==> src/rtl/register_bank_mp_pkg.sv <==
// Shared types and helpers for the multi-read-port register bank.
package regbank_pkg;

  localparam logic ST_CLEAR = 1'b0;
  localparam logic ST_RUN   = 1'b1;

  typedef enum logic {
    S_CLEAR = ST_CLEAR,
    S_RUN   = ST_RUN
  } regbank_state_t;

  localparam int ZERO_REG = 0;

  function automatic int regbank_size(input int bw);
    return 1 << bw;
  endfunction

endpackage

==> src/rtl/register_bank_mp_if.sv <==
// Decode/execute-side bus of the register bank: read ports, write port, soft clear.
interface register_bank_mp_if #(
  parameter int BANK_WIDTH     = 5,
  parameter int REGISTER_WIDTH = 32,
  parameter int NUM_RD_PORTS   = 2
);
  logic [NUM_RD_PORTS*BANK_WIDTH-1:0]     rs_sel;
  logic [NUM_RD_PORTS*REGISTER_WIDTH-1:0] rs_data;
  logic [BANK_WIDTH-1:0]                  rd_sel;
  logic                                   reg_w;
  logic [REGISTER_WIDTH-1:0]              rd_data;
  logic                                   clr;
  logic                                   ready;

  modport master (
    output rs_sel, rd_sel, reg_w, rd_data, clr,
    input  rs_data, ready
  );

  modport slave (
    input  rs_sel, rd_sel, reg_w, rd_data, clr,
    output rs_data, ready
  );
endinterface

==> src/rtl/register_bank_mp_clear_seq.sv <==
// Clear sequencer: walks idx 1..SIZE-1 writing zeros, then flags ready.
module register_bank_clear_seq
  import regbank_pkg::*;
#(
  parameter int BANK_WIDTH = 5
) (
  input  logic                  clk,
  input  logic                  rst,
  input  logic                  clr,
  output logic                  clr_we,
  output logic [BANK_WIDTH-1:0] clr_idx,
  output logic                  ready
);
  localparam int SIZE  = regbank_size(BANK_WIDTH);
  localparam int IDX_W = BANK_WIDTH + 1;

  regbank_state_t state_q, state_n;
  logic [IDX_W-1:0] idx_q, idx_n;
  logic             ready_q, ready_n;

  always_ff @(posedge clk or negedge rst) begin
    if (!rst) begin
      state_q <= S_CLEAR;
      idx_q   <= IDX_W'(1);
      ready_q <= 1'b0;
    end else begin
      state_q <= state_n;
      idx_q   <= idx_n;
      ready_q <= ready_n;
    end
  end

  always_comb begin
    state_n = state_q;
    idx_n   = idx_q;
    ready_n = ready_q;
    clr_we  = 1'b0;
    clr_idx = idx_q[BANK_WIDTH-1:0];
    unique case (state_q)
      S_CLEAR: begin
        clr_we = 1'b1;
        idx_n  = idx_q + IDX_W'(1);
        // Extra index bit keeps the last-entry compare free of wrap-around.
        if (idx_q == IDX_W'(SIZE - 1)) begin
          state_n = S_RUN;
          ready_n = 1'b1;
        end
      end
      S_RUN: begin
        if (clr) begin
          state_n = S_CLEAR;
          idx_n   = IDX_W'(1);
          ready_n = 1'b0;
        end
      end
      default: ;
    endcase
  end

  assign ready = ready_q;

endmodule

==> src/rtl/register_bank_mp.sv <==
// Integer register bank: NUM_RD_PORTS combinational reads, one write, x0 hardwired to zero.
module register_bank_mp
  import regbank_pkg::*;
#(
  parameter int BANK_WIDTH     = 5,
  parameter int REGISTER_WIDTH = 32,
  parameter int NUM_RD_PORTS   = 2,
  parameter int BYPASS         = 0
) (
  input  logic                 clk,
  input  logic                 rst,
  register_bank_mp_if.slave    bus
);
  localparam int SIZE = regbank_size(BANK_WIDTH);
  localparam logic [BANK_WIDTH-1:0] ZERO_IDX = BANK_WIDTH'(ZERO_REG);

  logic [REGISTER_WIDTH-1:0] mem [SIZE];

  logic                      clr_we;
  logic [BANK_WIDTH-1:0]     clr_idx;
  logic                      ready;
  logic                      port_we;
  logic                      wr_en;
  logic [BANK_WIDTH-1:0]     wr_addr;
  logic [REGISTER_WIDTH-1:0] wr_data;

  register_bank_clear_seq #(.BANK_WIDTH(BANK_WIDTH)) u_clear_seq (
    .clk     (clk),
    .rst     (rst),
    .clr     (bus.clr),
    .clr_we  (clr_we),
    .clr_idx (clr_idx),
    .ready   (ready)
  );

  // ready doubles as "in RUN"; a clear request wins over a same-cycle write.
  assign port_we = ready && !bus.clr && bus.reg_w && (bus.rd_sel != ZERO_IDX);
  assign wr_en   = clr_we || port_we;
  assign wr_addr = clr_we ? clr_idx : bus.rd_sel;
  assign wr_data = clr_we ? '0 : bus.rd_data;

  always_ff @(posedge clk) begin
    if (wr_en) mem[wr_addr] <= wr_data;
  end

  assign bus.ready = ready;

  for (genvar k = 0; k < NUM_RD_PORTS; k++) begin : g_rd
    logic [BANK_WIDTH-1:0]     sel;
    logic [REGISTER_WIDTH-1:0] data;

    assign sel = bus.rs_sel[k*BANK_WIDTH +: BANK_WIDTH];

    always_comb begin
      data = '0;
      if (ready && sel != ZERO_IDX) begin
        if (BYPASS != 0 && bus.reg_w && !bus.clr && bus.rd_sel == sel)
          data = bus.rd_data;
        else
          data = mem[sel];
      end
    end

    assign bus.rs_data[k*REGISTER_WIDTH +: REGISTER_WIDTH] = data;
  end

endmodule

==> src/flat_wrapper.sv <==
// flat-port wrapper written by rule: the top's interface ports become plain ports
module register_bank_mp_flat import regbank_pkg::*;
#(
  parameter int BANK_WIDTH     = 5,
  parameter int REGISTER_WIDTH = 32,
  parameter int NUM_RD_PORTS   = 2,
  parameter int BYPASS         = 0
)
  (clk, rst, bus_rs_sel, bus_rd_sel, bus_reg_w, bus_rd_data, bus_clr, bus_rs_data, bus_ready);
  register_bank_mp_if #(.BANK_WIDTH(BANK_WIDTH), .REGISTER_WIDTH(REGISTER_WIDTH), .NUM_RD_PORTS(NUM_RD_PORTS)) bus_i ();
  input  logic clk;
  input  logic rst;
  input wire logic [$bits(bus_i.rs_sel)-1:0] bus_rs_sel;
  input wire logic [$bits(bus_i.rd_sel)-1:0] bus_rd_sel;
  input wire logic [$bits(bus_i.reg_w)-1:0] bus_reg_w;
  input wire logic [$bits(bus_i.rd_data)-1:0] bus_rd_data;
  input wire logic [$bits(bus_i.clr)-1:0] bus_clr;
  output wire logic [$bits(bus_i.rs_data)-1:0] bus_rs_data;
  output wire logic [$bits(bus_i.ready)-1:0] bus_ready;
  assign bus_i.rs_sel = bus_rs_sel;
  assign bus_i.rd_sel = bus_rd_sel;
  assign bus_i.reg_w = bus_reg_w;
  assign bus_i.rd_data = bus_rd_data;
  assign bus_i.clr = bus_clr;
  assign bus_rs_data = bus_i.rs_data;
  assign bus_ready = bus_i.ready;
  register_bank_mp #(.BANK_WIDTH(BANK_WIDTH), .REGISTER_WIDTH(REGISTER_WIDTH), .NUM_RD_PORTS(NUM_RD_PORTS), .BYPASS(BYPASS)) u_core (.clk(clk), .rst(rst), .bus(bus_i));
endmodule
==> config.mk <==
export PLATFORM = sky130hd
export DESIGN_NAME = register_bank_mp_flat
export DESIGN_NICKNAME = d
export VERILOG_FILES = /design/src/rtl/register_bank_mp_pkg.sv /design/src/rtl/register_bank_mp_if.sv /design/src/rtl/register_bank_mp_clear_seq.sv /design/src/rtl/register_bank_mp.sv /design/src/flat_wrapper.sv
export SDC_FILE = /design/constraint.sdc
export NUM_CORES = 1
export LEC_CHECK = 0
export CAP_MARGIN = 20
export CELL_PAD_IN_SITES_DETAIL_PLACEMENT = 1
export CELL_PAD_IN_SITES_GLOBAL_PLACEMENT = 2
export CORE_UTILIZATION = 53
export CTS_BUF_LIST = sky130_fd_sc_hd__clkbuf_8
export CTS_CLUSTER_SIZE = 30
export DETAILED_ROUTE_END_ITERATION = 6
export PLACE_DENSITY_LB_ADDON = 0.12
export SLEW_MARGIN = 20
export SYNTH_ARGS = -nofsm -noshare
export SYNTH_HDL_FRONTEND = slang
export SYNTH_SLANG_ARGS = --single-unit
==> constraint.sdc <==
create_clock -name clk -period 5.75 [get_ports clk]
set_clock_uncertainty 0.1 [all_clocks]
set_input_delay 0.8625 -clock clk [delete_from_list [all_inputs] [get_ports clk]]
set_output_delay 0.8625 -clock clk [all_outputs]
set_load 0.03 [all_outputs]
==> reports/metrics.cfg <==
[outcome]
run_status=complete, no violations

[cells_and_area]
drive_above_1_share_pct=22.7
final_cell_mix=1024 x edfxtp_1, 521 x mux2i_1, 266 x a22oi_1, 252 x mux4_2, 178 x clkbuf_8
finalNonFillerCells=4343
layout_commonest_cell=edfxtp_1
nFillCells=7971
synthToLayoutAreaGrowth_pct=14.1
finalNetCount=3079

[yosys]
syn_nets=2894
synth-seq-cells=1032
synth_area_sq_mm=0.0482
yosysWarnings=0
synthArstFlopShare_pct=0.775
synth_enable_flop_cells=1024
synth.yosys.seq_area_share_pct=64.3
synthCells=2842
syn_avg_cell_area_sq_um=16.9
synth_cell_types=43
synth_flop_cell=edfxtp_1

[grt]
overflow=0
track_usage_pct=37.5
grt_pass1_wl_um=238000
grt_max_degree=86
first_global_vias=32900
antenna_found_initial=4

[clocking]
clk_pin_slew_worst_paths_ns=0.07
clk_latency_ns=0.84
htree_levels=4
cts_root_buf=clkbuf_8
post_cts_buffers=0
cts.path.max_buffers=3
ctsResizeCount=0
cts_buffers=169
cts_tree=built
hold_buffers=0
cts.sinks=1032

[worst_setup_path]
r2r-end=u_core.mem[15][10]
endpoint_kind=primary output
crit_type=reg2out
critPathLaunchType=flip-flop
endpoint=bus_rs_data[44]
cpPeakStageDelay_ns=0.84
ff2ff_setup_slack_ns=2.01
crit_chain=nor3b_4 > buf_4 > and2_1 > buf_4 > nand2_1 > nand4_1 > buf_12
startpoint=u_core.u_clear_seq.ready
cp_max_fo=33
crit_slowest_cell=dfrtp_1
crit_path_frequent_cell=buf_4
arrival_ns=4.33
rr_worst_depth=6
crit_required_ns=4.79
rr_startpoint=u_core.u_clear_seq.state_q

[sta]
period_needed_ns=5.29
whs_ns=0.194
finalSetupViolations=0
finalCritPeriodShare_pct=92.0
slew_headroom_pct=21.2
rsz0062_at_grt=false
slew_violations=0
tightest_slew_ns=1.18
max_freq_mhz=189
final.setup.worst_slack_ns=0.462
tns_ns=0
finalHoldViolations=0

[place]
dp_cells=4030
dp_slack_ns=0.781
dp_hpwl_um=103000
place_congestion=0.861
portBuffers=115

[route]
drt-vias-per-instance=7.25
firstDrtPassIters=5
num_vias=31500
postRouteAntennaNets=0
drc=0
wl_per_cell_um=39.3
wirelength_um=171000
drt_iter0_markers=4285

[die]
die-area_sq_mm=0.0921
die_y_um=303
die-width_um=303
std_cell_rows=110
start_util_pct=53.5
core_area_sq_mm=0.0900
io_pins=116

[pwr]
power_uw=20600
power_frac_comb_pct=21.8
vdd_drop_max_v=0.000269
swShare_pct=31.6
power_density_mw_per_mm2=374
p_sw_uw=6490
seqPwrFrac_pct=48.0
power.leakage_uw=0.0191
p_int_uw=14100
pwr-share-clk_pct=30.2

[worst_hold_path]
hold_class=in2async

[flow_run]
cap_violations=0

[final cells by class]
type / instances / area (sq um) / share of cell area [%]
Antenna cell: 1 / 2.50 / 0.00456
Clock buffer: 177 / 2440 / 4.43
Clock inverter: 133 / 743 / 1.35
Inverter: 3 / 11.3 / 0.0205
Multi-Input combinational cell: 1571 / 16400 / 29.9
Sequential cell: 1032 / 31000 / 56.3
Tap cell: 1176 / 1470 / 2.68
Timing Repair Buffer: 250 / 2890 / 5.26
[synth_stat cells, types with 3 or more instances]
| master | n | area [sq um] |
|---|---|---|
| edfxtp_1 | 1024 | 30700 |
| mux2i_1 | 521 | 5220 |
| a22oi_1 | 266 | 2000 |
| mux4_2 | 252 | 5680 |
| nand3_1 | 141 | 706 |
| clkbuf_1 | 93 | 349 |
| buf_2 | 87 | 435 |
| nand2_1 | 71 | 267 |
| nand4_1 | 64 | 400 |
| a31oi_1 | 57 | 357 |
| a22o_1 | 55 | 482 |
| nor2_1 | 45 | 169 |
| and2_1 | 38 | 238 |
| buf_4 | 35 | 263 |
| buf_6 | 13 | 146 |
| nor2b_1 | 9 | 56.3 |
| a32oi_1 | 8 | 70.1 |
| buf_1 | 8 | 30.0 |
| dfrtp_1 | 7 | 175 |
| nand2b_1 | 4 | 25.0 |
| o21ai_0 | 4 | 20.0 |
| o22ai_1 | 4 | 25.0 |
| and4b_1 | 3 | 30.0 |
| inv_1 | 3 | 11.3 |
| nor3b_2 | 3 | 37.5 |
| nor4bb_1 | 3 | 30.0 |
[sequential cells by signal, summed over array words and instances, names as in the netlist]
signal,count
u_core.mem,1024
u_core.u_clear_seq.idx_q,6
u_core.u_clear_seq.ready,1
u_core.u_clear_seq.state_q,1
[stage by stage]
| step | utilization (%) | cell area (sq um) |
|---|---|---|
| after floorplan | - | 48200 |
| after global placement | 57.4 | 51700 |
| after detailed placement | 57.4 | 51700 |
| after CTS | 61.0 | 54900 |
| after global routing | 61.0 | 54900 |
| final | 61.0 | 54900 |
[routing by layer]
| layer | track usage (%) | vias up | part of all wire (%) |
|---|---|---|---|
| met2 | 57.3 | 2123 | 46 |
| met5 | 0 | - | 0 |
| met4 | 16.4 | 0 | 4.2 |
| li1 | - | 12300 | - |
| met1 | 51.1 | 16600 | 38 |
| met3 | 9.59 | 415 | 11 |
[worst max-delay path, delay by kind of cell (launching register included)]
kind,cells,cell delay (ns)
buffers and inverters,3,1.33
and+or+nand+nor,4,1.25
DFF,1,0.84
[worst min-delay path by stage]
stage,slack (ns),cells past startpoint,endpoint,start
finish,0.19,1,u_core.u_clear_seq.state_q,rst
CTS,0.13,1,u_core.u_clear_seq.state_q,rst
global placement,0.36,1,u_core.u_clear_seq.idx_q[5],u_core.u_clear_seq.idx_q[5]
detailed placement,0.40,1,u_core.u_clear_seq.idx_q[5],u_core.u_clear_seq.idx_q[5]
global route,0.20,1,u_core.u_clear_seq.state_q,rst
floorplan,0.35,1,u_core.u_clear_seq.idx_q[5],u_core.u_clear_seq.idx_q[5]
[cell families after synthesis]
group | share of synthesized area [%]
AOI/OAI and AO/OA | 6.29
buffers and inverters | 2.56
xor gates and xnor gates | 0.0364
muxes | 22.6
adders and majority gates | 0.0260
and+or+nand+nor | 4.18
DFF | 64.3
[power groups by stage]
stage                     Combinational (uW)  Clock [uW]  Sequential, uW
after floorplan                         2230           0            9820
after global placement                  4310           0            9890
after detailed placement                4390           0           10000
after CTS                               4410        6260            9850
after global routing                    4580        6540            9930
final                                   4480        6210            9870
No activity file was read; power rests on OpenSTA's default activity.
